File: src/rtl/operand_entry_ctrl_pkg.sv
// rtl/operand_entry_ctrl_pkg.sv - shared state encoding and board defaults for the operand entry panel
package operand_entry_ctrl_pkg;

  // Encoding is also decoded by the LED/display logic, so values are fixed.
  typedef enum logic [1:0] {
    ST_IDLE  = 2'd0,
    ST_GOT_A = 2'd1,
    ST_BUSY  = 2'd2,
    ST_SHOW  = 2'd3
  } state_e;

  localparam int DEB_CYCLES_DEFAULT = 500000;

endpackage

File: src/rtl/operand_entry_ctrl_if.sv
// rtl/operand_entry_ctrl_if.sv - front-panel, multiplier and display signals of the entry sequencer
interface operand_entry_ctrl_if #(
  parameter int WIDTH = 8
);
  logic [WIDTH-1:0] sw;
  logic             btn_enter;
  logic             btn_clear;
  logic             mul_done;
  logic [WIDTH-1:0] op_a;
  logic [WIDTH-1:0] op_b;
  logic             mul_start;
  logic             show_result;
  logic [1:0]       state;

  modport master (
    output sw, btn_enter, btn_clear, mul_done,
    input  op_a, op_b, mul_start, show_result, state
  );

  modport slave (
    input  sw, btn_enter, btn_clear, mul_done,
    output op_a, op_b, mul_start, show_result, state
  );
endinterface

File: src/rtl/operand_entry_ctrl_button_debounce.sv
// rtl/operand_entry_ctrl_button_debounce.sv - per-button debouncer with a one-cycle press pulse
module button_debounce #(
  parameter int DEB_CYCLES = 4
) (
  input  logic clk,
  input  logic rst_n,
  input  logic raw,
  output logic level,
  output logic press
);
  localparam int CW = (DEB_CYCLES > 1) ? $clog2(DEB_CYCLES) : 1;
  localparam logic [CW-1:0] CNT_LAST = CW'(DEB_CYCLES - 1);

  logic [CW-1:0] cnt_q, cnt_d;
  logic          level_q, level_d;
  logic          level_prev_q;
  logic          press_q;

  // Counter only runs while raw disagrees; it clears at the toggle so it never wraps.
  always_comb begin
    cnt_d   = '0;
    level_d = level_q;
    if (raw != level_q) begin
      if (cnt_q == CNT_LAST) begin
        level_d = ~level_q;
      end else begin
        cnt_d = cnt_q + 1'b1;
      end
    end
  end

  always_ff @(posedge clk or negedge rst_n) begin
    if (!rst_n) begin
      cnt_q        <= '0;
      level_q      <= 1'b0;
      level_prev_q <= 1'b0;
      press_q      <= 1'b0;
    end else begin
      cnt_q        <= cnt_d;
      level_q      <= level_d;
      level_prev_q <= level_q;
      press_q      <= level_q & ~level_prev_q;
    end
  end

  assign level = level_q;
  assign press = press_q;
endmodule

File: src/rtl/operand_entry_ctrl.sv
// rtl/operand_entry_ctrl.sv - operand capture sequencer driving the signed multiplier and display
module operand_entry_ctrl
  import operand_entry_ctrl_pkg::*;
#(
  parameter int WIDTH      = 8,
  parameter int DEB_CYCLES = DEB_CYCLES_DEFAULT
) (
  input  logic               clk,
  input  logic               rst_n,
  operand_entry_ctrl_if.slave bus
);
  logic enter_press, clear_press;
  logic enter_level_unused, clear_level_unused;

  button_debounce #(.DEB_CYCLES(DEB_CYCLES)) u_deb_enter (
    .clk   (clk),
    .rst_n (rst_n),
    .raw   (bus.btn_enter),
    .level (enter_level_unused),
    .press (enter_press)
  );

  button_debounce #(.DEB_CYCLES(DEB_CYCLES)) u_deb_clear (
    .clk   (clk),
    .rst_n (rst_n),
    .raw   (bus.btn_clear),
    .level (clear_level_unused),
    .press (clear_press)
  );

  state_e           state_q, state_d;
  logic [WIDTH-1:0] op_a_q, op_a_d;
  logic [WIDTH-1:0] op_b_q, op_b_d;
  logic             mul_start_q, mul_start_d;
  logic             show_q, show_d;

  // Clear is checked first so it overrides a coincident enter or mul_done.
  always_comb begin
    state_d     = state_q;
    op_a_d      = op_a_q;
    op_b_d      = op_b_q;
    mul_start_d = 1'b0;
    if (clear_press) begin
      state_d = ST_IDLE;
      op_a_d  = '0;
      op_b_d  = '0;
    end else begin
      unique case (state_q)
        ST_IDLE: if (enter_press) begin
          op_a_d  = bus.sw;
          state_d = ST_GOT_A;
        end
        ST_GOT_A: if (enter_press) begin
          op_b_d      = bus.sw;
          mul_start_d = 1'b1;
          state_d     = ST_BUSY;
        end
        ST_BUSY: if (bus.mul_done) begin
          state_d = ST_SHOW;
        end
        ST_SHOW: if (enter_press) begin
          op_a_d  = bus.sw;
          op_b_d  = '0;
          state_d = ST_GOT_A;
        end
        default: state_d = ST_IDLE;
      endcase
    end
    show_d = (state_d == ST_SHOW);
  end

  always_ff @(posedge clk or negedge rst_n) begin
    if (!rst_n) begin
      state_q     <= ST_IDLE;
      op_a_q      <= '0;
      op_b_q      <= '0;
      mul_start_q <= 1'b0;
      show_q      <= 1'b0;
    end else begin
      state_q     <= state_d;
      op_a_q      <= op_a_d;
      op_b_q      <= op_b_d;
      mul_start_q <= mul_start_d;
      show_q      <= show_d;
    end
  end

  assign bus.op_a        = op_a_q;
  assign bus.op_b        = op_b_q;
  assign bus.mul_start   = mul_start_q;
  assign bus.show_result = show_q;
  assign bus.state       = state_q;
endmodule

File: src/flat_wrapper.sv
// flat-port wrapper written by rule: the top's interface ports become plain ports
module operand_entry_ctrl_flat import operand_entry_ctrl_pkg::*;
#(
  parameter int WIDTH      = 8,
  parameter int DEB_CYCLES = DEB_CYCLES_DEFAULT
)
  (clk, rst_n, bus_sw, bus_btn_enter, bus_btn_clear, bus_mul_done, bus_op_a, bus_op_b, bus_mul_start, bus_show_result, bus_state);
  operand_entry_ctrl_if #(.WIDTH(WIDTH)) bus_i ();
  input  logic clk;
  input  logic rst_n;
  input wire logic [$bits(bus_i.sw)-1:0] bus_sw;
  input wire logic [$bits(bus_i.btn_enter)-1:0] bus_btn_enter;
  input wire logic [$bits(bus_i.btn_clear)-1:0] bus_btn_clear;
  input wire logic [$bits(bus_i.mul_done)-1:0] bus_mul_done;
  output wire logic [$bits(bus_i.op_a)-1:0] bus_op_a;
  output wire logic [$bits(bus_i.op_b)-1:0] bus_op_b;
  output wire logic [$bits(bus_i.mul_start)-1:0] bus_mul_start;
  output wire logic [$bits(bus_i.show_result)-1:0] bus_show_result;
  output wire logic [$bits(bus_i.state)-1:0] bus_state;
  assign bus_i.sw = bus_sw;
  assign bus_i.btn_enter = bus_btn_enter;
  assign bus_i.btn_clear = bus_btn_clear;
  assign bus_i.mul_done = bus_mul_done;
  assign bus_op_a = bus_i.op_a;
  assign bus_op_b = bus_i.op_b;
  assign bus_mul_start = bus_i.mul_start;
  assign bus_show_result = bus_i.show_result;
  assign bus_state = bus_i.state;
  operand_entry_ctrl #(.WIDTH(WIDTH), .DEB_CYCLES(DEB_CYCLES)) u_core (.clk(clk), .rst_n(rst_n), .bus(bus_i));
endmodule
File: config.mk
export PLATFORM = sky130hd
export DESIGN_NAME = operand_entry_ctrl_flat
export DESIGN_NICKNAME = d
export VERILOG_FILES = /design/src/rtl/operand_entry_ctrl_pkg.sv /design/src/rtl/operand_entry_ctrl_if.sv /design/src/rtl/operand_entry_ctrl_button_debounce.sv /design/src/rtl/operand_entry_ctrl.sv /design/src/flat_wrapper.sv
export SDC_FILE = /design/constraint.sdc
export NUM_CORES = 1
export LEC_CHECK = 0
export BUFFER_PORTS_ARGS = -buffer_cell sky130_fd_sc_hd__buf_2
export CAP_MARGIN = 20
export CORE_MARGIN = 1.5
export CORE_UTILIZATION = 40
export DETAILED_ROUTE_END_ITERATION = 16
export PLACE_DENSITY = 0.56
export SLEW_MARGIN = 20
export SYNTH_ARGS = -nofsm -noshare
export SYNTH_HDL_FRONTEND = slang
export SYNTH_SLANG_ARGS = --single-unit
File: constraint.sdc
create_clock -name clk -period 3.9 [get_ports clk]
set_clock_uncertainty 0.2 [all_clocks]
set_input_delay 0.585 -clock clk [delete_from_list [all_inputs] [get_ports clk]]
set_output_delay 0.585 -clock clk [all_outputs]
set_load 0.005 [all_outputs]
# ---- Yosys cells after proc, flatten, opt, wreduce, memory -nomap -nowiden
# Index checks and enable logic that the tools add are counted.
dict set report op_classes {
  n_reduce_logical 9
  n_mux 18
  n_bitwise 6
  n_eq_ne 10
  addsub 2
}
# operator count
set op_table {}
lappend op_table {{19-bit 2-to-1 mux} 4}
lappend op_table {{8-bit 2-to-1 mux} 5}
lappend op_table {{19-bit by 1-bit adder with 19-bit output, second input constant} 2}
lappend op_table {{19-bit == test, second input constant} 2}
lappend op_table {{8-bit case mux with 2 select lines} 1}
lappend op_table {{2-bit 2-to-1 mux} 4}
lappend op_table {{2-bit == test, second input constant} 3}
lappend op_table {{3-bit inequality test, second input constant} 2}
lappend op_table {{2-bit case mux with 3 select lines} 1}
lappend op_table {{2-bit AND reduction} 3}
lappend op_table {{1-bit inverter} 4}
lappend op_table {{2-bit nonzero test} 2}
lappend op_table {{1-bit 2-to-1 mux} 3}
lappend op_table {{3-bit AND reduction} 1}
lappend op_table {{3-bit nonzero test} 1}
lappend op_table {{1-bit bitwise AND} 2}
lappend op_table {{2-bit by 1-bit == test with 1-bit output, second input constant} 1}
lappend op_table {{2-bit zero test} 1}
lappend op_table {{1-bit inequality test} 2}
lappend op_table {{2-bit OR reduction} 1}
dict set report totals {
  regBits 64
  word_cells 58
  out_inout_bits 20
}

# ---- Depth between registers and ports, before layout
dict set report depth {
  depth_word 5
  ltp_mapped 7
}

# ---- Modules after synthesis
# Synthesis repeated with hierarchy kept, for this count alone.
dict set report hier_totals {
  cells_unflattened 322
  area_unflattened_um2 3188.1
}
# module cells_per_inst area_each_um2 seq_area_each_um2 instances
set by_module_without_submodules {}
lappend by_module_without_submodules {button_debounce 106 1086.0 550.5 2}
lappend by_module_without_submodules {operand_entry_ctrl 110 1016.0 500.5 1}

# ---- Least setup slack after synthesis
# OpenSTA, ideal clock, no wires.
dict set report synth_timing {
  kind {register -> register}
  start {register u_core.u_deb_enter.cnt_q[0]}
  end {register u_core.u_deb_enter.cnt_q[18]}
  synth_period_minus_slack_ns 1.910
  n_path_buf 0
  setup_slack_ns 1.990
  required_time_ns 3.622
  setup_ns 0.078
  path_stages_with_launch 6
  arrival_time_ns 1.632
  cell_sequence {dfrtp_1 ha_1 nand3_1 or3_1 or4_1 a21oi_1}
}
dict set report synth_between {
  elab_chain_cells 3
  word_cells_on_any_way 4
  classes_between {add/sub (1); eq/ne (1); mux (2)}
}
# item line_no
set synth_rtl {}
lappend synth_rtl {{from (decl)} operand_entry_ctrl_button_debounce.sv:14} ;# logic [CW-1:0] cnt_q, cnt_d;
lappend synth_rtl {{from (signal assigned)} operand_entry_ctrl_button_debounce.sv:39} ;# cnt_q <= cnt_d;
lappend synth_rtl {{19-bit by 1-bit adder with 19-bit output or 19-bit == test (tied branches)} {operand_entry_ctrl_button_debounce.sv:27, operand_entry_ctrl_button_debounce.sv:24}}
lappend synth_rtl {{19-bit 2-to-1 mux (*)} operand_entry_ctrl_button_debounce.sv:24} ;# if (cnt_q == CNT_LAST) begin
lappend synth_rtl {{19-bit 2-to-1 mux (*)} operand_entry_ctrl_button_debounce.sv:23} ;# if (raw != level_q) begin
lappend synth_rtl {{net u_core.u_deb_enter.cnt_d[18]} operand_entry_ctrl_button_debounce.sv:14}
# The timed path passes the listed nets; every way through them passes the cells marked *.
# A chain may end at the register's enable or synchronous reset.

# ---- Worst setup path after layout
dict set report layout_timing {
  start {register u_core.u_deb_clear.cnt_q[0]}
  end {register u_core.u_deb_clear.cnt_q[8]}
}
dict set report layout_between {
  elab_chain_cells 3
  word_cells_on_any_way 4
  classes_between {add/sub (1); eq/ne (1); mux (2)}
}
# item line_no
set layout_rtl {}
lappend layout_rtl {{from (decl)} operand_entry_ctrl_button_debounce.sv:14}
lappend layout_rtl {{from (signal assigned)} operand_entry_ctrl_button_debounce.sv:39}
lappend layout_rtl {{19-bit by 1-bit adder with 19-bit output or 19-bit == test (tied branches)} {operand_entry_ctrl_button_debounce.sv:27, operand_entry_ctrl_button_debounce.sv:24}}
lappend layout_rtl {{19-bit 2-to-1 mux (*)} operand_entry_ctrl_button_debounce.sv:24}
lappend layout_rtl {{19-bit 2-to-1 mux (*)} operand_entry_ctrl_button_debounce.sv:23}
lappend layout_rtl {{net u_core.u_deb_clear.cnt_d[8]} operand_entry_ctrl_button_debounce.sv:14}
# Marks and branches as above.

==> out/metrics.csv <==
stage;metric;value;unit
outcome;status;finished, final reports clean;
timing;whs;0.112;ns
global_route;grt_first_pass_wirelength;10300;um
clock_tree;clock_sinks;64;
cells_and_area;area_growth;15.2;%
clock_tree;cts_root_buf;clkbuf_8;
routing;antenna_left;0;
clock_tree;cts_made_buffers;9;
clock_tree;h-tree-depth;3;
routing;drt_wl_total;5910;um
yosys;ys_seq_elements;64;
placed_design;dp.cells;419;
clock_tree;ctsHoldBuffers;0;
timing;setup_ws;1.60;ns
global_route;grt_usage;17.0;%
placed_design;place_congestion;0.853;
cells_and_area;antennaDiodeCount;0;
clock_tree;clock_path_buffers;2;
pwr;power_leakage;0.00152;uW
placed_design;dp_slack;1.55;ns
floorplan;die_w;89.4;um
setup_path;cp-start-kind;flop;
yosys;synthCells;295;
yosys;synth-main-ff-cell;dfrtp_1;
setup_path;cp_max_fo;18;
routing;wire_per_inst;13.6;um
global_route;grt_pass1_vias;2169;
timing;tightest_slew;0.978;ns
cells_and_area;fin_cells;435;
cells_and_area;fill_cells;703;
yosys;yosysUniqueCellTypes;39;
timing;setup_tns;0;ns
timing;hold_violations;0;
clock_tree;postCtsResizedCells;0;
cells_and_area;layout-drive-gt1-share;17.3;%
global_route;grt_overflow_total;0;
placed_design;dp_hpwl;4040;um
cells_and_area;final_nets;349;
yosys;synth-seq-area-share;53.7;%
routing;detailedRoute.firstPassIterationCount;5;
setup_path;required;3.89;ns
timing;rsz0062_at_grt;false;
routing;drt-initial-drc-count;126;
min_path;hold_path_class;in2async;
yosys;postSynthAreaPerCell;10.1;um2
global_route;antenna_found_initial;0;
floorplan;core;7250;um2
routing;via_per_inst;5.17;
routing;vias;2247;
timing;max_freq;435;MHz
timing;min_period;2.30;ns
cells_and_area;multi_input_area;1310;um2
setup_path;path_class;reg2reg;
yosys;synth_edf_count;0;
global_route;grt_max_degree;37;
clock_tree;clk_pin_slew;0.07;ns
timing;drv_slew;0;
routing;drc_errors;0;
clock_tree;cts_tree;yes;
yosys;synth_warnings;0;
clock_tree;postCtsSetupRepairBufs;0;
floorplan;fp.dieH;89.4;um
setup_path;worstSetupEndpointType;flop;
floorplan;fp-row-count;31;
setup_path;crit_arrival;2.29;ns
placed_design;io_buffers;32;
run;cap_violations;0;
timing;slew_headroom;34.6;%
pwr;vdd_ir_drop_max;0.000166;V
yosys;netlist_area;2980;um2
timing;finalSetupViolations;0;
yosys;syn-num-nets;313;
floorplan;ios;33;
cells_and_area;register_area;1600;um2
cells_and_area;final_cell_mix;64 x dfrtp_1, 49 x nor2_1, 32 x buf_2;
timing;final.period_utilization;59.0;%
cells_and_area;layout_commonest_cell;dfrtp_1;
floorplan;start_util;41.1;%
pwr;powerDensity;371;nW/um2
clock_tree;insertion_delay;0.34;ns
yosys;async_flop_share;100;%
floorplan;die-area;7990;um2
## final cells by class
cell class	instances	area share (%)
well taps	99	3.60
multi-input cells	212	38.0
clock buffers	11	4.11
clock inverters	5	1.64
inverters	11	1.20
flip-flops and latches	64	46.6
repair buffers	33	4.88
## metal layers
layer	part of all wire [%]	global-route usage, %	vias up
li1	-	-	1115
met2	45	24.9	40
met1	49	23.7	1080
met3	3.4	3.88	12
met4	1.7	7.97	0
met5	0	0	-
## cells by family (layout without fill, tap and decap cells)
group	Yosys count	count (layout)	share of synthesized area [%]
XOR/XNOR	30	30	8.80
multiplexers	2	2	0.755
buffers and inverters	19	60	2.60
AO/OA/AOI/OAI	38	38	8.64
flip-flops	64	64	53.7
adder cells (fa/ha/maj)	5	5	2.10
AND/OR/NAND/NOR	137	137	23.4
## critical path: stages, from the launching register on
cell,delay (ns)
dfrtp_1,0.38
ha_1,0.23
nand4_2,0.28
o41ai_4,0.94
nor2_1,0.13
## final timing paths
path | slack (ns) | start | endpoint | cells past startpoint
max | 1.60 | u_core.u_deb_clear.cnt_q[0] | u_core.u_deb_clear.cnt_q[8] | 4
min | 0.11 | rst_n | u_core.bus.state[0] | 1
max reg2reg | 1.60 | u_core.u_deb_clear.cnt_q[0] | u_core.u_deb_clear.cnt_q[8] | 4
min reg2reg | 0.19 | u_core.u_deb_enter.level_prev_q | u_core.u_deb_enter.press | 1
max in group asynchronous | 2.48 | rst_n | u_core.u_deb_clear.cnt_q[5] | 2
min in group clk | 0.19 | u_core.u_deb_enter.level_prev_q | u_core.u_deb_enter.press | 1
## per-stage QoR
stage	area [um2]	power, uW	util (%)
2_1_floorplan	2980	701	-
3_3_place_gp	3240	727	44.7
3_5_place_dp	3240	727	44.7
4_1_cts	3440	1300	47.4
5_1_grt	3440	1330	47.4
6_report	3440	1280	47.4
## Yosys cell counts (2+ instances only)
library cell	n	area share, %
dfrtp_1	64	54
nor2_1	49	6.2
xnor2_1	24	7.0
nand3_1	23	3.9
nand2_1	18	2.3
a21oi_1	15	2.5
inv_1	11	1.4
nand4_1	11	2.3
nor4_1	11	2.3
a22oi_1	8	2.0
o21ai_0	6	1.0
xor2_1	6	1.8
clkbuf_1	5	0.63
ha_1	5	2.1
nor2b_1	4	0.84
nor3_1	4	0.67
and3_1	3	0.63
or3_1	3	0.63
buf_2	2	0.34
mux2_2	2	0.75
o31ai_1	2	0.50
or4_1	2	0.50
## power by group
group	internal (uW)	switching, uW	total (uW)	leakage, uW
registers	669	4.83	673	0.000842
logic	11.9	27.3	39.1	0.000580
clock network	311	251	563	0.0000993
total	992	283	1280	0.00152
## state kept, by name (all words and copies together) (netlist names)
signal,cells
u_core.u_deb_enter.cnt_q,19
u_core.u_deb_clear.press,1
u_core.bus.op_b,8
u_core.bus.op_a,8
u_core.u_deb_enter.press,1
u_core.u_deb_clear.level_prev_q,1
u_core.bus.show_result,1
u_core.u_deb_clear.cnt_q,19
u_core.u_deb_enter.level,1
u_core.bus.state,2
u_core.u_deb_enter.level_prev_q,1
u_core.bus.mul_start,1
u_core.u_deb_clear.level,1
(Power assumes the default switching activity.)
